## config.mk

```make
export PLATFORM = sky130hd
export DESIGN_NAME = sqrt16
export DESIGN_NICKNAME = d
export VERILOG_FILES = /design/src/rtl/sqrt16.sv
export SDC_FILE = /design/constraint.sdc
export NUM_CORES = 1
export LEC_CHECK = 0
export BUFFER_PORTS_ARGS = -buffer_cell sky130_fd_sc_hd__buf_2
export CORE_MARGIN = 2
export CORE_UTILIZATION = 60
export CTS_BUF_LIST = sky130_fd_sc_hd__clkbuf_4
export CTS_CLUSTER_DIAMETER = 100
export DETAILED_ROUTE_END_ITERATION = 10
export PLACE_DENSITY = 0.81
export SYNTH_ARGS = -nofsm -noshare
export SYNTH_HDL_FRONTEND = slang
export SYNTH_SLANG_ARGS = --single-unit
```

## constraint.sdc

```tcl
create_clock -name clk_i -period 5.3 [get_ports clk_i]
set_clock_uncertainty 0.2 [all_clocks]
set_input_delay 0.265 -clock clk_i [delete_from_list [all_inputs] [get_ports clk_i]]
set_output_delay 0.265 -clock clk_i [all_outputs]
set_load 0.005 [all_outputs]
```

## src/rtl/sqrt16.sv

```systemverilog
// Sequential restoring integer square root: floor(sqrt(x)) and remainder,
// one root bit per clock, start/ready handshake matching the shift-add multiplier.
module sqrt16 (
  input  logic        clk_i,
  input  logic        rst_i,
  input  logic [15:0] x_bi,
  input  logic        start_i,
  output logic        busy_o,
  output logic        ready_o,
  output logic [7:0]  y_bo,
  output logic [8:0]  rem_bo
);

  typedef enum logic [1:0] {IDLE, WORK, READY} state_t;

  state_t      state;
  logic [15:0] x_r;
  logic [15:0] root_r;
  logic [15:0] mask_r;
  logic [2:0]  cnt_r;

  logic [15:0] trial;
  logic        fits;
  logic [15:0] x_next;
  logic [15:0] root_next;

  assign busy_o  = (state == WORK);
  assign ready_o = (state == READY);

  // root_r holds the partial root pre-shifted so that root|mask forms the trial subtrahend
  always_comb begin
    trial     = root_r | mask_r;
    fits      = (x_r >= trial);
    x_next    = x_r;
    root_next = root_r >> 1;
    if (fits) begin
      x_next    = x_r - trial;
      root_next = (root_r >> 1) | mask_r;
    end
  end

  always_ff @(posedge clk_i or negedge rst_i) begin
    if (!rst_i) begin
      state  <= IDLE;
      x_r    <= '0;
      root_r <= '0;
      mask_r <= '0;
      cnt_r  <= '0;
      y_bo   <= '0;
      rem_bo <= '0;
    end else begin
      case (state)
        IDLE, READY: begin
          if (start_i) begin
            x_r    <= x_bi;
            root_r <= '0;
            mask_r <= 16'h4000;
            cnt_r  <= '0;
            state  <= WORK;
          end
        end
        WORK: begin
          x_r    <= x_next;
          root_r <= root_next;
          mask_r <= mask_r >> 2;
          cnt_r  <= cnt_r + 3'd1;
          if (cnt_r == 3'd7) begin
            y_bo   <= root_next[7:0];
            rem_bo <= x_next[8:0];
            state  <= READY;
          end
        end
        default: state <= IDLE;
      endcase
    end
  end

endmodule

```

==> metrics.md <==
| Metric | Value |
|---|---|
| FF+latch count, synth | `61` |
| Starting DRT DRC Count | `roughly 270` |
| Hold_sp | `x_bi[14]` |
| Wirelength, routed | `approximately 8.2 mm` |
| Tcrit/Tclk final | `~69%` |
| Cell taking the most area after synthesis | `dfrtp_1` |
| Status | `finished, violations left` |
| Crit. End Element | `flop` |
| Htree depth | `3` |
| Clock transition at path regs | `about 110 ps` |
| Synth top area share | `roughly 44%` |
| Vias in the first global route | `between 2000 and 3000` |
| Netlist Area Pre-Place | `between 3000 and 4000 sq um` |
| Slew margin rel. | `~29%` |
| Die width | `79.72 um` |
| Core box area | `5507 sq um` |
| Largest net degree at the start of global routing | `62` |
| Worst hold path type | `in -> reg` |
| Initial Util | `between 60 and 70%` |
| Initial antenna violation count | `0` |
| First-pass GRT wire length | `roughly 14 mm` |
| Worst Max-Slew Pin Slew | `about 1100 ps` |
| Largest fanout on the critical path | `15` |
| Placed cell area | `between 3000 and 4000 sq um` |
| Hold depth | `4` |
| Hold Vio Cnt, Final | `1` |
| Die area | `around 6400 sq um` |
| ANT cells | `0` |
| Hold Path Sink | `x_r[14]$_DFFE_PN0P_` |
| Reg2reg start | `mask_r[0]$_DFFE_PN0P_` |
| MaxCap Viol Count | `0` |
| Setup ws final | `about 1600 ps` |
| TritonCTS buffer count | `9` |
| FP Rows | `27` |
| Port buffer count | `37` |
| Syn-to-layout area delta | `15.06%` |
| Fraction of layout cells with a size suffix above 1 | `between 10% and 20%` |
| Max Freq | `between 200 and 300 MHz` |
| Place WS | `~1700 ps` |
| Synth Instances | `355` |
| Worst skew pair latency | `430 ps` |
| Clock sinks | `61` |
| Hold WS | `-0.7725 ps` |
| Startpoint Class | `flop` |
| Num ports | `38` |
| CTS tree | `built` |
| Synth cell types | `52` |
| Pre-antenna DRT Iters | `5` |
| CTS Root Cell | `clkbuf_4` |
| Top post-synthesis cells by area | `dfrtp_1 44%, ha_1 6.2%, a22o_1 4.6%, nand2_1 3.9%, o21ai_0 3.5%` |
| Post-synthesis sequential area ratio | `between 40% and 50%` |
| RSZ-0062 raised after global routing | `no` |
| DRC viols | `0` |
| Crit Path Class | `reg -> reg` |
| Crit path time final | `roughly 3700 ps` |
| Setup Buffers After CTS | `0` |
| Overall Global Routing Usage | `28.04%` |
| Req. time, crit path | `about 5400 ps` |
| Synth warn | `0` |
| Die height | `between 70 and 80 um` |
| Post-route ant nets | `0` |
| Final setup viols | `0` |
| Drt via density | `about 5.9` |
| Total grt overflow | `0` |
| Dpl hpwl | `5.453 mm` |
| R2r setup slk | `around 1600 ps` |
| Async set-reset flop share out of synthesis | `between 90% and 100%` |
| Syn_nets | `approximately 390` |
| Top FF cell, synth | `dfrtp_1` |
| Worst R2R Path Depth | `9` |
| Final Max Tran Viols | `0` |
| Post-layout util | `between 70% and 80%` |
| Hold buffer count at CTS | `16` |
| GP Congestion | `about 0.87` |
| Post-CTS resize count | `0` |
| Avg Synthesized Cell Area | `approximately 9.7 sq um` |
| Max Buffers Root-to-Sink | `2` |
| Post-synth EDFFs | `0` |
| Fin nets | `437` |
| Final instance area | `3958 sq um` |
| WP data arrival | `~3800 ps` |
| Setup tns final | `0 ps` |
| WL/cell | `between 15 and 20 um` |
| Failing checks | `hold timing` |
| Routed vias | `around 2800` |
| R2r endpoint | `x_r[6]$_DFFE_PN0P_` |
==> state kept, by name, summed over array words and instances, names as in the netlist <==
name,count
x_r,16
cnt_r,3
mask_r,8
root_r,15
rem_bo,9
y_bo,8
state,2
==> worst max-delay path, stage by stage, from the launching register on <==
cell,delay [ps]
dfrtp_1,400
or2_2,300
ha_1,210
fa_1,400
nand2b_1,210
a21oi_4,230
o311ai_4,150
nand3_1,630
nand2_1,470
o221a_2,370
==> cell usage after synthesis (all sizes together), types with 2 or more instances <==
cell type	n
xor2	2
xnor2	8
nand3	14
inv	22
ha	17
or3	2
a22o	18
nand2	36
nand4	4
dfrtp	61
buf	11
nor3	3
a31oi	4
nand2b	8
o211ai	3
and3	2
clkbuf	11
o21bai	4
o21ai	35
a22oi	4
mux2	6
nor2	19
a211oi	4
and4	2
mux2i	9
a21oi	19
o221ai	7
nor2b	2
a21o	5
==> cell usage in the layout, fill, tap and decap left out, types with 6 or more instances in the layout <==
cell type      count
ha_1              17
clkbuf_4          10
nand2b_1           8
inv_1             22
dfrtp_1           61
mux2i_1            9
buf_2             37
dlygate4sd3_1     16
a22o_1            18
nand2_1           36
o21ai_1           11
o221ai_1           6
nand3_1           14
nor2_1            18
a21oi_1           17
mux2_2             6
xnor2_1            8
o21ai_0           24
==> stage by stage <==
| step | hold slack (ps) | cells |
|---|---|---|
| after detailed placement | 268.3 | 445 |
| after floorplan | -230.6 | 355 |
| final | -0.7725 | 477 |
| after global routing | 45.79 | 477 |
| after global placement | 258.7 | 445 |
| after CTS | 17.70 | 477 |
==> worst max path at each step <==
stage,from,endpoint
2_1_floorplan,mask_r[0]$_DFFE_PN0P_,x_r[7]$_DFFE_PN0P_
3_3_place_gp,mask_r[0]$_DFFE_PN0P_,x_r[6]$_DFFE_PN0P_
3_5_place_dp,mask_r[0]$_DFFE_PN0P_,x_r[6]$_DFFE_PN0P_
4_1_cts,mask_r[0]$_DFFE_PN0P_,x_r[6]$_DFFE_PN0P_
5_1_grt,mask_r[0]$_DFFE_PN0P_,x_r[6]$_DFFE_PN0P_
6_report,mask_r[0]$_DFFE_PN0P_,x_r[6]$_DFFE_PN0P_
==> final cells by class <==
type	count	area, sq um
fill	434	1549
multi-input combinational	250	1729
inverter	22	82.58
timing repair buffer	56	367.9
sequential	61	1526
clock buffer	10	75.07
clock inverter	6	86.33
tap	72	90.09
==> cells by family after synthesis <==
family,synth area share [%]
compound gates,22.92
xor+xnor,2.547
fa+ha+maj,6.766
buf+inv,5.347
flops,44.38
mux,4.583
simple gates,13.46
==> layer usage <==
layer,track usage (%),vias to the layer above,wire (um),share of wire [%]
li1,-,1371,-,-
met1,38.19,1373,3614,44
met2,45.46,74,3990,49
met3,4.299,12,427,5.2
met4,10.17,0,121,1.5
met5,0,-,0,0
Power is left out: the tool's default activity adds up to more than one toggle a clock period on the data nets, which glitch-free logic cannot reach.
